==> config.mk <==
export PLATFORM = sky130hd
export DESIGN_NAME = sim_test_ctrl
export DESIGN_NICKNAME = d
export VERILOG_FILES = /design/src/rtl/sim_test_ctrl.sv
export SDC_FILE = /design/constraint.sdc
export NUM_CORES = 1
export LEC_CHECK = 0
export CAP_MARGIN = 30
export CELL_PAD_IN_SITES_DETAIL_PLACEMENT = 1
export CELL_PAD_IN_SITES_GLOBAL_PLACEMENT = 2
export CORE_UTILIZATION = 28
export DETAILED_ROUTE_END_ITERATION = 8
export PLACE_DENSITY = 0.89
export SKIP_LAST_GASP = 1
export SYNTH_ARGS = -nofsm -noshare
export SYNTH_HDL_FRONTEND = slang
export SYNTH_SLANG_ARGS = --single-unit
==> constraint.sdc <==
create_clock -name clk_i -period 2.45 [get_ports clk_i]
set_input_delay 0.735 -clock clk_i [delete_from_list [all_inputs] [get_ports clk_i]]
set_output_delay 0.735 -clock clk_i [all_outputs]
set_load 0.005 [all_outputs]
==> src/rtl/sim_test_ctrl.sv <==
`timescale 1ns/1ps
`default_nettype none
// ============================================================================
// Module   : sim_test_ctrl
// Purpose  : Test-control block for the minimal SOPC simulation environment.
//            Produces the core reset (2-flop synchronised release plus a
//            programmable hold), watches the core write bus for tohost
//            pass/fail writes and console characters, and runs a cycle
//            watchdog so the bench can stop on a real result.
// Ports    : clk_i           system clock
//            rst_ni          asynchronous active-low reset
//            core_rst_o      active-high core reset (async assert, sync release)
//            wr_en_i         core data-write strobe
//            wr_addr_i       write address  [ADDR_W]
//            wr_data_i       write data     [DATA_W]
//            halt_o/done_o   high in DONE
//            pass_o          1 = test passed (valid when done_o)
//            timeout_o       1 = watchdog expired (valid when done_o)
//            fail_code_o     wr_data>>1 of the failing tohost write [DATA_W-1]
//            cycle_count_o   RUN cycles, saturating, frozen in DONE [CNT_W]
//            con_valid_o     one-cycle pulse per accepted console write
//            con_char_o      last console character
// Revision : 1.0 - initial release
// ============================================================================
module sim_test_ctrl #(
  parameter int                ADDR_W       = 32,
  parameter int                DATA_W       = 32,
  parameter int                CNT_W        = 32,
  parameter int                RST_HOLD     = 8,
  parameter int                MAX_CYCLES   = 1000,
  parameter logic [ADDR_W-1:0] TOHOST_ADDR  = ADDR_W'(32'h0000_1000),
  parameter logic [ADDR_W-1:0] CONSOLE_ADDR = ADDR_W'(32'h0000_1004)
) (
  input  logic              clk_i,
  input  logic              rst_ni,
  output logic              core_rst_o,
  input  logic              wr_en_i,
  input  logic [ADDR_W-1:0] wr_addr_i,
  input  logic [DATA_W-1:0] wr_data_i,
  output logic              halt_o,
  output logic              done_o,
  output logic              pass_o,
  output logic              timeout_o,
  output logic [DATA_W-2:0] fail_code_o,
  output logic [CNT_W-1:0]  cycle_count_o,
  output logic              con_valid_o,
  output logic [7:0]        con_char_o
);

  typedef enum logic [1:0] {
    ST_HOLD = 2'd0,
    ST_RUN  = 2'd1,
    ST_DONE = 2'd2
  } state_e;

  localparam logic [7:0]       c_hold    = 8'(RST_HOLD);
  localparam bit               c_wd_en   = (MAX_CYCLES != 0);
  localparam logic [CNT_W-1:0] c_wd_last = CNT_W'(MAX_CYCLES - 1);

  state_e              state_q, state_d;
  logic                sync1_q, sync2_q;
  logic [7:0]          hold_cnt_q, hold_cnt_d;
  logic [CNT_W-1:0]    cycle_count_q, cycle_count_d;
  logic                pass_q, pass_d;
  logic                timeout_q, timeout_d;
  logic [DATA_W-2:0]   fail_code_q, fail_code_d;
  logic                con_valid_q, con_valid_d;
  logic [7:0]          con_char_q, con_char_d;

  logic                w_tohost_hit;
  logic                w_con_hit;
  logic                w_wd_hit;
  logic [7:0]          w_hold_next;

  // Only odd data on the tohost word ends the test; even values are ignored.
  assign w_tohost_hit = wr_en_i && (wr_addr_i == TOHOST_ADDR) && wr_data_i[0];
  assign w_con_hit    = wr_en_i && (wr_addr_i == CONSOLE_ADDR);
  assign w_wd_hit     = c_wd_en && (cycle_count_q == c_wd_last);
  assign w_hold_next  = hold_cnt_q + 8'd1;

  always_ff @(posedge clk_i or negedge rst_ni) begin
    if (!rst_ni) begin
      state_q       <= ST_HOLD;
      sync1_q       <= 1'b0;
      sync2_q       <= 1'b0;
      hold_cnt_q    <= 8'd0;
      cycle_count_q <= '0;
      pass_q        <= 1'b0;
      timeout_q     <= 1'b0;
      fail_code_q   <= '0;
      con_valid_q   <= 1'b0;
      con_char_q    <= 8'd0;
    end else begin
      state_q       <= state_d;
      sync1_q       <= 1'b1;
      sync2_q       <= sync1_q;
      hold_cnt_q    <= hold_cnt_d;
      cycle_count_q <= cycle_count_d;
      pass_q        <= pass_d;
      timeout_q     <= timeout_d;
      fail_code_q   <= fail_code_d;
      con_valid_q   <= con_valid_d;
      con_char_q    <= con_char_d;
    end
  end

  always_comb begin
    state_d       = state_q;
    hold_cnt_d    = hold_cnt_q;
    cycle_count_d = cycle_count_q;
    pass_d        = pass_q;
    timeout_d     = timeout_q;
    fail_code_d   = fail_code_q;
    con_valid_d   = 1'b0;
    con_char_d    = con_char_q;

    unique case (state_q)
      ST_HOLD: begin
        // Hold time only starts once the synchronised release is seen, so
        // release latency is exactly 2 + RST_HOLD edges.
        if (sync2_q) begin
          hold_cnt_d = w_hold_next;
          if (w_hold_next == c_hold) begin
            state_d = ST_RUN;
          end
        end
      end

      ST_RUN: begin
        if (cycle_count_q != '1) begin
          cycle_count_d = cycle_count_q + CNT_W'(1);
        end

        // A tohost write in the expiry cycle takes priority over the watchdog.
        if (w_tohost_hit) begin
          state_d   = ST_DONE;
          timeout_d = 1'b0;
          if (wr_data_i == DATA_W'(1)) begin
            pass_d      = 1'b1;
            fail_code_d = '0;
          end else begin
            pass_d      = 1'b0;
            fail_code_d = wr_data_i[DATA_W-1:1];
          end
        end else if (w_wd_hit) begin
          state_d     = ST_DONE;
          timeout_d   = 1'b1;
          pass_d      = 1'b0;
          fail_code_d = '0;
        end

        if (w_con_hit) begin
          con_valid_d = 1'b1;
          con_char_d  = wr_data_i[7:0];
        end
      end

      ST_DONE: begin
        // Terminal: results held until reset.
      end

      default: begin
        state_d = ST_HOLD;
      end
    endcase
  end

  assign core_rst_o    = (state_q == ST_HOLD);
  assign done_o        = (state_q == ST_DONE);
  assign halt_o        = (state_q == ST_DONE);
  assign pass_o        = pass_q;
  assign timeout_o     = timeout_q;
  assign fail_code_o   = fail_code_q;
  assign cycle_count_o = cycle_count_q;
  assign con_valid_o   = con_valid_q;
  assign con_char_o    = con_char_q;

endmodule
`default_nettype wire

# Word level (Yosys, flattened, before mapping)
# Cells that the tools add are included.
dict set report word_totals {
  regBits 86
  inputBits 67
  out_inout_bits 77
  elab_cells 49
}
dict set report classes {
  addsub 2
  n_eq_ne 11
  n_mux 15
  bitwise 1
  n_reduce_logical 10
}
# cell n
set ops {}
lappend ops {{$mux W31} 3}
lappend ops {{$eq A32 B13 Y1 const B} 2}
lappend ops {{$add A32 B1 Y32 const B} 1}
lappend ops {{$eq A32 B1 Y1 const B} 1}
lappend ops {{$eq A32 B10 Y1 const B} 1}
lappend ops {{$ne A32 B32 Y1 const B} 1}
lappend ops {{$add A8 B1 Y8 const B} 1}
lappend ops {{$eq A8 B4 Y1 const B} 1}
lappend ops {{$mux W2} 4}
lappend ops {{$reduce_and A2 Y1} 4}
lappend ops {{$mux W1} 7}
lappend ops {{$pmux W2 S3} 1}
lappend ops {{$ne A2 B1 Y1 const B} 2}
lappend ops {{$reduce_and A4 Y1} 1}
lappend ops {{$logic_and A1 B1 Y1} 3}
lappend ops {{$ne A3 B3 Y1 const B} 1}
lappend ops {{$eq A2 B1 Y1 const B} 1}
lappend ops {{$eq A2 B2 Y1 const B} 1}
lappend ops {{$logic_not A2 Y1} 1}
lappend ops {{$reduce_bool A2 Y1} 1}
lappend ops {{$not A1 Y1} 1}

# Depth between registers and ports, before layout
# Gate-level depths: netlist of run 1.
dict set report depth {
  word_depth 5
  depth_mapped 7
  mapped_depth_nobuf 6
}

# Worst setup path before layout of run 1
# No wires, ideal clock.
dict set report synth_timing {
  path_kind {input -> register}
  from {input port wr_addr_i[10]}
  to {register pass_q (netlist: pass_o)}
  setup_time_ps 121
  t_arrival_ps 1980
  t_required_ps 2329
  setup_slack_ps 349
  cell_stages 6
  n_path_buf 1
  path_cell_list {nor4b_1 -> nand4_1 -> nor3_1 -> o21ai_2 -> buf_6 -> a22o_1}
}
dict set report synth_between {
  elab_chain_len 5
  elab_cells_between_ends 6
  cone_classes {eq/ne: 1; mux: 1; reduce/logical: 4}
}
# item line_no
set synth_rtl {}
lappend synth_rtl {{start, declared} 38} ;# input logic [ADDR_W-1:0] wr_addr_i,
lappend synth_rtl {{$eq A32 B13 Y1 *} 76} ;# assign w_tohost_hit = wr_en_i && (wr_addr_i == TOHOST_ADDR) && wr_data_i[0];
lappend synth_rtl {{$logic_and A1 B1 Y1 * (2 in series)} 76}
lappend synth_rtl {{$reduce_bool A2 Y1 (no line)} n/a}
lappend synth_rtl {{$reduce_and A2 Y1 (no line)} n/a}
lappend synth_rtl {{end signal, assigned} 99} ;# pass_q <= pass_d;
lappend synth_rtl {{end, declared} 64} ;# logic pass_q, pass_d;
# Every way passes the cells marked *; elsewhere a longest branch is shown, timed or not.
# A chain may end at the register's enable or synchronous reset.

# Final worst setup path of run 1
dict set report layout_timing {
  from {input port wr_addr_i[18]}
  to {register con_char_q[7] (netlist: con_char_o[7])}
}
dict set report layout_between {
  elab_chain_len 3
}
# item line_no
set layout_rtl {}
lappend layout_rtl {{$eq A32 B13 Y1} 77} ;# assign w_con_hit = wr_en_i && (wr_addr_i == CONSOLE_ADDR);
lappend layout_rtl {{$logic_and A1 B1 Y1} 77}
lappend layout_rtl {{$reduce_and A2 Y1 (no line)} n/a}
lappend layout_rtl {{end signal, assigned} 103} ;# con_char_q <= con_char_d;
lappend layout_rtl {{end, declared} 68} ;# logic [7:0] con_char_q, con_char_d;
# Every way passes these cells.

==> results of run 1 <==
-- what timing repair did --
action | 4_1_cts | 5_1_grt
setup endpoints to repair | 41 | 11
cloned | 0 | 0
gates resized for setup | 9 | 9
pin swaps | 5 | 5
endpoints found under the hold margin | 0 | 0
-- report_power, final --
group | leakage, nW | switching (W) | total (W) | internal (W)
sequential | 1.17 | 0.000000341 | 0.00142 | 0.00142
combinational | 1.18 | 0.0000656 | 0.000166 | 0.000101
clock | 0.130 | 0.000593 | 0.00129 | 0.000697
-- how the worst max path moves through the flow --
stage	from	to	slack [ns]	cells after the start
5_1_grt	wr_addr_i[18]	con_char_o[6]$_DFFE_PN0P_	-0.02	8
3_5_place_dp	wr_addr_i[3]	con_char_o[2]$_DFFE_PN0P_	-0.61	8
4_1_cts	wr_addr_i[22]	con_char_o[2]$_DFFE_PN0P_	0.002	8
2_1_floorplan	wr_addr_i[10]	pass_o$_DFFE_PN0P_	0.35	6
6_report	wr_addr_i[18]	con_char_o[7]$_DFFE_PN0P_	0.02	8
3_3_place_gp	wr_addr_i[3]	con_char_o[3]$_DFFE_PN0P_	-0.59	8
-- metal layers --
metal | vias to the layer above | GRT usage, % | routed length [um]
li1 | 1531 | - | -
met1 | 1670 | 21.1 | 5060
met2 | 108 | 29.4 | 5830
met3 | 17 | 4.94 | 805
met4 | 0 | 5.55 | 226
met5 | - | 0 | 0
-- cells by family after synthesis --
| family | count (synthesis) |
|---|---|
| flops | 86 |
| buf+inv | 18 |
| mux | 10 |
| other cells | 1 |
| fa+ha+maj | 3 |
| xor+xnor | 39 |
| simple gates | 132 |
| compound gates | 42 |
-- synth_stat cells (all sizes together), types with 6 or more instances --
library cell / instances
inv: 7
a22o: 32
nor2: 16
nand4: 17
mux2: 10
nor3: 9
nand2: 21
xnor2: 27
nor4: 27
buf: 9
nand3: 13
dfrtp: 86
xor2: 12
and3: 6
-- state kept, by name, summed over array words and instances (netlist names) --
name,flops
con_char_o,8
con_valid_o,1
cycle_count_o,32
fail_code_o,31
hold_cnt_q,8
pass_o,1
state_q,2
sync1_q,1
sync2_q,1
timeout_o,1
-- final cells by class --
type	instances	area, um^2	share of cell area, %
Timing Repair Buffer	153	1550	26.1
Sequential cell	86	2150	36.1
Multi-Input combinational cell	227	1720	28.9
Clock inverter	7	56.3	0.945
Inverter	7	26.3	0.441
Tap cell	176	220	3.70
Clock buffer	9	225	3.78
-- per-stage QoR --
stage	std cells	setup TNS [ns]	setup slack (ns)
CTS	665	0	0.00166
global placement	649	-22.78	-0.592
detailed placement	649	-21.78	-0.606
finish	665	0	0.0180
global route	665	-0.0921	-0.0226
floorplan	331	0	0.349
==> metrics.csv, run 1 <==
metric,value,unit
status,finished clean,
FF-to-FF Start,cycle_count_o[0]$_DFFE_PN0P_,
Worst Max-Slew Pin Slew,0.818,ns
Worst-Skew Late Latency,0.34,ns
row count,42,
Slew headroom,45.2,%
sequential share of the synthesized area,55.1,%
Clock Tree Root,clkbuf_16,
Hold Buf Count CTS,0,
maxcap violations,0,
Final Setup Violations,0,
most frequent cells in the layout,"clkdlybuf4s50_1 (137), dfrtp_1 (86), a22o_1 (29), xnor2_1 (27), nand2_1 (21)",
I/O pins,144,
pin count of the biggest net entering global routing,37,
largest family of logic cells by synthesized area,simple AND/OR/NAND/NOR gates,
"Buf+Inv Stages, Crit Path",3,
Period minus WS final,2.43,ns
die extent in x,120,um
DR iter-0 viols,89,
Clock Skew,0.00887,ns
CP Launch Type,primary input,
Pre-antenna DRT Iters,4,
fraction of layout cells with a size suffix above 1,12.1,%
Crit path max-delay family,simple AND/OR/NAND/NOR gates,
Worst IR Drop VDD,0.385,mV
Final ANT Viol Nets,0,
Post-Syn Area,0.00390,mm^2
Post-synth EDFFs,0,
Cell variety after synth,45,
final wirelength,11900,um
power per cell area,483,mW/mm^2
Hold/Removal Path Class,primary input to async pin,
area share of the largest cell type after synthesis,55.1,%
ys async rst share,100,%
DP HPWL,8810,um
Register-to-Register Path Depth,6,
CP Capture Type,flip-flop,
Synth Area in XOR/XNOR,8.75,%
WP data required,2.67,ns
CP Class,primary input to flip-flop,
Synth warnings,0,
RR Endpoint,cycle_count_o[29]$_DFFE_PN0P_,
CP Cell Sequence,"clkdlybuf4s50_1, nor4_2, nand4_1, buf_4, nor2_4, and3_4, buf_6, mux2_2",
first-pass GRT wire length,19400,um
Initial Util,29.1,%
R2R Setup Slk,0.21,ns
routability cong.,0.799,
"Cell Area, Placed",0.00560,mm^2
Total Power,0.00288,W
initial antenna violation count,0,
mean post-synth cell area,11.8,um^2
Synth area leaders,"dfrtp_1 (55%), a22o_1 (6.5%), xnor2_1 (6.1%)",
Nets,554,
maximum clock insertion buffer count,2,
die area,0.0144,mm^2
WL per Instance,17.9,um
crit-path max FO,4,
Area Growth Syn to Fin,52.6,%
placeable core area,0.0134,mm^2
# Post-CTS Setup Buffers,0,
biggest cell delay along the critical path,0.44,ns
global route total overflow,0,
Final Cell Area,0.00596,mm^2
Post-Synth Simple-Gate Area,20.0,%
final core utilization,44.5,%
LEAKAGE,2.49,nW
fillers,1429,
Die H,120,um
slowest CP cell,clkdlybuf4s50_1,
Arrival @ worst endpoint,2.65,ns
fmax,0.411,GHz
clk sinks,86,
post-synth top area cell,dfrtp_1,
"commonest non-fill, non-tap cell in the layout",clkdlybuf4s50_1,
H-tree levels,3,
Hold Slack,0.344,ns
period utilization,99.3,%
mux cell area share after synthesis,2.88,%
DR vias,3326,
DRC Markers,0,
Gate Count Post-Synth,331,
gr usage total,17.4,%
via/cell ratio,5.00,
post-synthesis adder-cell area fraction,0.961,%
Final Hold Vio Count,0,
Synth Flop Type,dfrtp_1,
post-synthesis compound-gate area fraction,9.68,%
Mapped Nets,401,
CTS tree,yes,
vias in the first global route,3649,
Max Slew Vio Count,0,
I/O Buffers,143,
CTS Buf Count,9,
Yosys reg bits,86,
clk slew on worst S/H paths,0.07,ns
diode count,0,
(Power assumes the default switching activity.)
==> run 2: changes to the inputs <==
--- a/config.mk
+++ b/config.mk
@@ -8,9 +8,11 @@
 export CAP_MARGIN = 30
 export CELL_PAD_IN_SITES_DETAIL_PLACEMENT = 1
 export CELL_PAD_IN_SITES_GLOBAL_PLACEMENT = 2
-export CORE_UTILIZATION = 28
+export CORE_UTILIZATION = 35
 export DETAILED_ROUTE_END_ITERATION = 8
-export PLACE_DENSITY = 0.89
+export DONT_BUFFER_PORTS = 1
+export HOLD_SLACK_MARGIN = 0.03
+export PLACE_DENSITY = 0.8
 export SKIP_LAST_GASP = 1
 export SYNTH_ARGS = -nofsm -noshare
 export SYNTH_HDL_FRONTEND = slang
==> metrics.csv, run 2 (synthesis results as in run 1) <==
metric,value,unit
vias in the first global route,2999,
Area Growth Syn to Fin,10.2,%
I/O pins,144,
setup TNS,0,ns
Final Hold Vio Count,0,
Die H,108,um
Clock Skew,0.00980,ns
placed cells,466,
CTS tree,yes,
maximum clock insertion buffer count,2,
CP Capture Type,flip-flop,
max reg flops,32,
die extent in x,108,um
Nets,408,
WL per Instance,19.9,um
I/O Buffers,0,
Period minus WS final,2.20,ns
Initial Util,36.0,%
final wirelength,9630,um
final core utilization,39.7,%
die area,0.0116,mm^2
most frequent cells in the layout,"dfrtp_1 (86), a22o_1 (29), xnor2_1 (27), nor4_1 (22), nand2_1 (21)",
DR iter-0 viols,124,
Total Power,0.00241,W
gr usage total,17.5,%
Pre-antenna DRT Iters,4,
first-pass GRT wire length,15500,um
crit-path max FO,34,
Slew headroom,51.8,%
CP Launch Type,flip-flop,
initial antenna violation count,0,
via/cell ratio,5.73,
global route total overflow,0,
maxcap violations,0,
slowest CP cell,or4_1,
Final Setup Violations,0,
clk slew on worst S/H paths,0.09,ns
LEAKAGE,1.88,nW
period utilization,89.9,%
RSZ-0062 raised after global routing,no,
DP HPWL,6890,um
power per cell area,561,mW/mm^2
CP Cell Sequence,"or4_1, nor4_2, o21ai_2, buf_12, a22o_2",
Final Instance Count excl. Fillers,483,
Clock Tree Root,clkbuf_8,
Max Slew Vio Count,0,
CTS Buf Count,9,
"commonest non-fill, non-tap cell in the layout",dfrtp_1,
Worst Max-Slew Pin Slew,0.720,ns
# Post-CTS Setup Buffers,0,
DRC Markers,0,
diode count,0,
fraction of layout cells with a size suffix above 1,14.0,%
WP data required,2.71,ns
Worst-Skew Late Latency,0.36,ns
H-tree levels,3,
row count,38,
CP Class,flip-flop to flip-flop,
"Cell Area, Placed",0.00409,mm^2
status,finished clean,
placeable core area,0.0108,mm^2
Final ANT Viol Nets,0,
clk sinks,86,
routability cong.,0.767,
Final Cell Area,0.00430,mm^2
Arrival @ worst endpoint,2.46,ns
fmax,0.454,GHz
pin count of the biggest net entering global routing,87,
Hold/Removal Path Class,primary input to async pin,
Worst IR Drop VDD,0.260,mV
DR vias,2768,
biggest cell delay along the critical path,0.54,ns
run 2: changes by cell type in the layout (fill, tap and decap cells not counted), sizes merged, moves of 2 or more:
cell,delta
clkinvlp,-2
dlymetal6s2s,-3
clkdlybuf4s50,-137
dlygate4sd2,-2
buf,-4
run 2: layout make-up:
cell class	count	area, um^2
flip-flops and latches	86	2150
fillers	1178	6540
clock inverters	6	53.8
inverters	7	26.3
clock buffers	10	138
repair buffers	7	90.1
multi-input cells	227	1670
well taps	140	175
run 2: what timing repair did:
action / CTS / global route
hold buffers: 0 / 1
setup endpoints to repair: 0 / 1
endpoints found under the hold margin: 0 / 30
resized for setup: 0 / 1
run 2: worst paths after layout:
path	from	to	slack (ns)	depth (start not counted)
hold / removal	rst_ni	cycle_count_o[13]$_DFFE_PN0P_	0.06	0
setup / recovery	cycle_count_o[15]$_DFFE_PN0P_	fail_code_o[27]$_DFFE_PN0P_	0.25	5
setup reg to reg	cycle_count_o[15]$_DFFE_PN0P_	fail_code_o[27]$_DFFE_PN0P_	0.25	5
min in group clk_i	sync1_q$_DFF_PN0_	sync2_q$_DFF_PN0_	0.36	0
hold reg to reg	sync1_q$_DFF_PN0_	sync2_q$_DFF_PN0_	0.36	0
max in group asynchronous	rst_ni	fail_code_o[12]$_DFFE_PN0P_	2.10	1
run 2: power by group:
group	switching, W	leakage (nW)	internal [W]
Clock	0.000558	0.0954	0.000414
Combinational	0.0000132	0.608	0.00000812
Sequential	0.000000436	1.17	0.00142
run 2: metrics by stage:
stage	hold WS [ns]	setup slack (ns)
2_1_floorplan	0.331	0.349
3_3_place_gp	0.336	0.0583
3_5_place_dp	0.336	0.0214
4_1_cts	0.0348	0.177
5_1_grt	0.0310	0.145
6_report	0.0611	0.248
run 2: routing by layer:
metal | vias up | global-route usage (%) | routed length [um]
met5 | - | 0 | 0
met4 | 0 | 7.63 | 167
met3 | 12 | 6.36 | 928
met2 | 120 | 28.5 | 4650
met1 | 1390 | 20.6 | 3880
li1 | 1246 | - | -
run 2: critical path, delay by kind of cell, from the launching register on:
kind | cells | cell delay, ns
buffers and inverters | 1 | 0.19
DFF | 1 | 0.48
and+or+nand+nor | 2 | 1.01
AOI/OAI and AO/OA | 2 | 0.40
==> run 3: changes to the inputs <==
--- a/config.mk
+++ b/config.mk
@@ -5,14 +5,16 @@
 export SDC_FILE = /design/constraint.sdc
 export NUM_CORES = 1
 export LEC_CHECK = 0
+export ABC_AREA = 1
 export CAP_MARGIN = 30
 export CELL_PAD_IN_SITES_DETAIL_PLACEMENT = 1
 export CELL_PAD_IN_SITES_GLOBAL_PLACEMENT = 2
-export CORE_UTILIZATION = 35
+export CORE_ASPECT_RATIO = 0.6
+export CORE_UTILIZATION = 34
 export DETAILED_ROUTE_END_ITERATION = 8
 export DONT_BUFFER_PORTS = 1
 export HOLD_SLACK_MARGIN = 0.03
-export PLACE_DENSITY = 0.8
+export PLACE_DENSITY = 0.87
 export SKIP_LAST_GASP = 1
 export SYNTH_ARGS = -nofsm -noshare
 export SYNTH_HDL_FRONTEND = slang
==> metrics.csv, run 3 <==
metric,value,unit
status,finished clean,
Worst Max-Slew Pin Slew,0.506,ns
vias in the first global route,4467,
final wirelength,14700,um
period utilization,83.4,%
Slew headroom,66.1,%
Reg power frac,45.7,%
setup TNS,0,ns
Synth Area in XOR/XNOR,4.46,%
Resized cells post-CTS,0,
Initial Util,35.7,%
CP Launch Type,flip-flop,
combinational share of power,19.1,%
Total Power,0.00357,W
diode count,0,
most frequent cells in the layout,"nand2_1 (269), dfrtp_1 (86), nor2_1 (77), inv_1 (50), nand4_1 (40)",
Synth warnings,0,
Post-Synth Simple-Gate Area,39.7,%
mux cell area share after synthesis,0,%
Post-synth top cells,"nand2_1 (269), dfrtp_1 (86), nor2_1 (77)",
Clock Skew,0.00968,ns
routability cong.,0.823,
DR iter-0 viols,278,
Hold/Removal Path Class,primary input to async pin,
maxcap violations,0,
global route total overflow,0,
Die H,93.2,um
clk sinks,86,
placeable core area,0.0132,mm^2
Final Hold Vio Count,0,
pin count of the biggest net entering global routing,87,
Synth Flop Type,dfrtp_1,
sequential share of the synthesized area,45.7,%
Post-Syn Area,0.00471,mm^2
Max Slew Vio Count,0,
area share of the largest cell type after synthesis,45.7,%
CP Capture Type,flip-flop,
post-synthesis adder-cell area fraction,0.797,%
# Post-CTS Setup Buffers,0,
WP data required,2.67,ns
Gate Count Post-Synth,652,
post-synthesis compound-gate area fraction,2.31,%
first-pass GRT wire length,23900,um
row count,32,
ys async rst share,100,%
internal power,0.00241,W
clock share of power,35.2,%
max reg flops,32,
final core utilization,39.3,%
Cell variety after synth,31,
CP Class,flip-flop to flip-flop,
Hold Buf Count CTS,0,
R2R Setup Slk,0.41,ns
via/cell ratio,5.20,
LEAKAGE,2.56,nW
fraction of layout cells with a size suffix above 1,7.27,%
Nets,725,
post-synth top area cell,dfrtp_1,
Arrival @ worst endpoint,2.26,ns
Worst IR Drop VDD,0.404,mV
Area Growth Syn to Fin,9.97,%
crit-path max FO,27,
Yosys reg bits,86,
clk slew on worst S/H paths,0.07,ns
Hold Slack,0.0925,ns
die area,0.0143,mm^2
"commonest non-fill, non-tap cell in the layout",nand2_1,
DR vias,4319,
RSZ-0062 raised after global routing,no,
die extent in x,154,um
CTS Buf Count,9,
Worst-Skew Late Latency,0.33,ns
Period minus WS final,2.04,ns
H-tree levels,3,
DRC Markers,0,
mean post-synth cell area,7.22,um^2
maximum clock insertion buffer count,2,
WL per Instance,17.7,um
switching power,0.00116,W
Mapped Nets,722,
Synth area leaders,"dfrtp_1 (46%), nand2_1 (21%), nor2_1 (6.1%)",
gr usage total,21.4,%
most common cell in the netlist,nand2_1,
CTS tree,yes,
I/O pins,144,
DP HPWL,11300,um
Post-synth EDFFs,0,
fmax,0.490,GHz
Final ANT Viol Nets,0,
Switching Share,32.5,%
I/O Buffers,0,
power per cell area,689,mW/mm^2
largest family of logic cells by synthesized area,simple AND/OR/NAND/NOR gates,
Clock Tree Root,clkbuf_16,
Pre-antenna DRT Iters,4,
initial antenna violation count,0,
Final Setup Violations,0,
[run 3: changes by cell type after synthesis, moves of 5 or more]
cell | previous run | this run
nand4_1 | 16 | 40
a22o_1 | 29 | 0
nand3_1 | 12 | 27
nor4_1 | 23 | 3
nor2_1 | 16 | 77
and3_1 | 6 | 1
inv_2 | 0 | 11
mux2_2 | 10 | 0
o21ai_0 | 0 | 6
o21ai_1 | 0 | 6
xnor2_1 | 27 | 8
nand2_1 | 21 | 269
clkbuf_1 | 2 | 10
inv_1 | 7 | 50
[run 3: area by class of cell]
cell class | instances | area, um^2
Clock buffer | 11 | 233
Clock inverter | 5 | 36.3
Fill cell | 1662 | 8000
Inverter | 62 | 235
Multi-Input combinational cell | 487 | 2230
Sequential cell | 86 | 2150
Tap cell | 170 | 213
Timing Repair Buffer | 9 | 80.1
[run 3: power groups by stage]
| stage | clock network [W] | logic [W] | registers, W |
|---|---|---|---|
| detailed placement | 0 | 0.000681 | 0.00166 |
| global route | 0.00135 | 0.000764 | 0.00164 |
| floorplan | 0 | 0.000517 | 0.00162 |
| CTS | 0.00130 | 0.000686 | 0.00163 |
| global placement | 0 | 0.000650 | 0.00165 |
| finish | 0.00126 | 0.000680 | 0.00163 |
[run 3: cell families after synthesis]
kind of cell | after synthesis
AOI/OAI and AO/OA | 18
xor gates and xnor gates | 24
adders and majority gates | 3
buffers and inverters | 79
DFF | 86
other | 1
and+or+nand+nor | 441
[run 3: routing by layer]
layer,part of all wire [%],GRT usage [%]
met2,42,30.8
met1,52,32.1
met4,0.44,3.08
met5,0,0
met3,6.4,5.75
[run 3: worst paths after layout]
| path | from | cells past startpoint | to |
|---|---|---|---|
| worst min register to register | sync1_q$_DFF_PN0_ | 0 | sync2_q$_DFF_PN0_ |
| max in group asynchronous | rst_ni | 0 | cycle_count_o[31]$_DFFE_PN0P_ |
| min in group clk_i | sync1_q$_DFF_PN0_ | 0 | sync2_q$_DFF_PN0_ |
| worst max-delay path | cycle_count_o[16]$_DFFE_PN0P_ | 9 | cycle_count_o[27]$_DFFE_PN0P_ |
| worst min-delay path | rst_ni | 0 | cycle_count_o[1]$_DFFE_PN0P_ |
| worst max register to register | cycle_count_o[16]$_DFFE_PN0P_ | 9 | cycle_count_o[27]$_DFFE_PN0P_ |
[run 3: metrics by stage]
step / setup slack [ns] / instance area [um^2] / cells
4_1_cts: 0.434 / 5180 / 830
2_1_floorplan: 0.605 / 4710 / 652
3_3_place_gp: 0.448 / 4910 / 814
3_5_place_dp: 0.349 / 4910 / 814
6_report: 0.408 / 5180 / 830
5_1_grt: 0.295 / 5180 / 830
[run 3: critical path: stages, from the launching register on]
cell	delay, ns
dfrtp_1	0.51
nand2_1	0.18
nor3_1	0.39
nand2_1	0.16
nor2_2	0.15
nand2_4	0.11
nand2_4	0.11
inv_4	0.13
nand2_1	0.12
o21ai_2	0.05
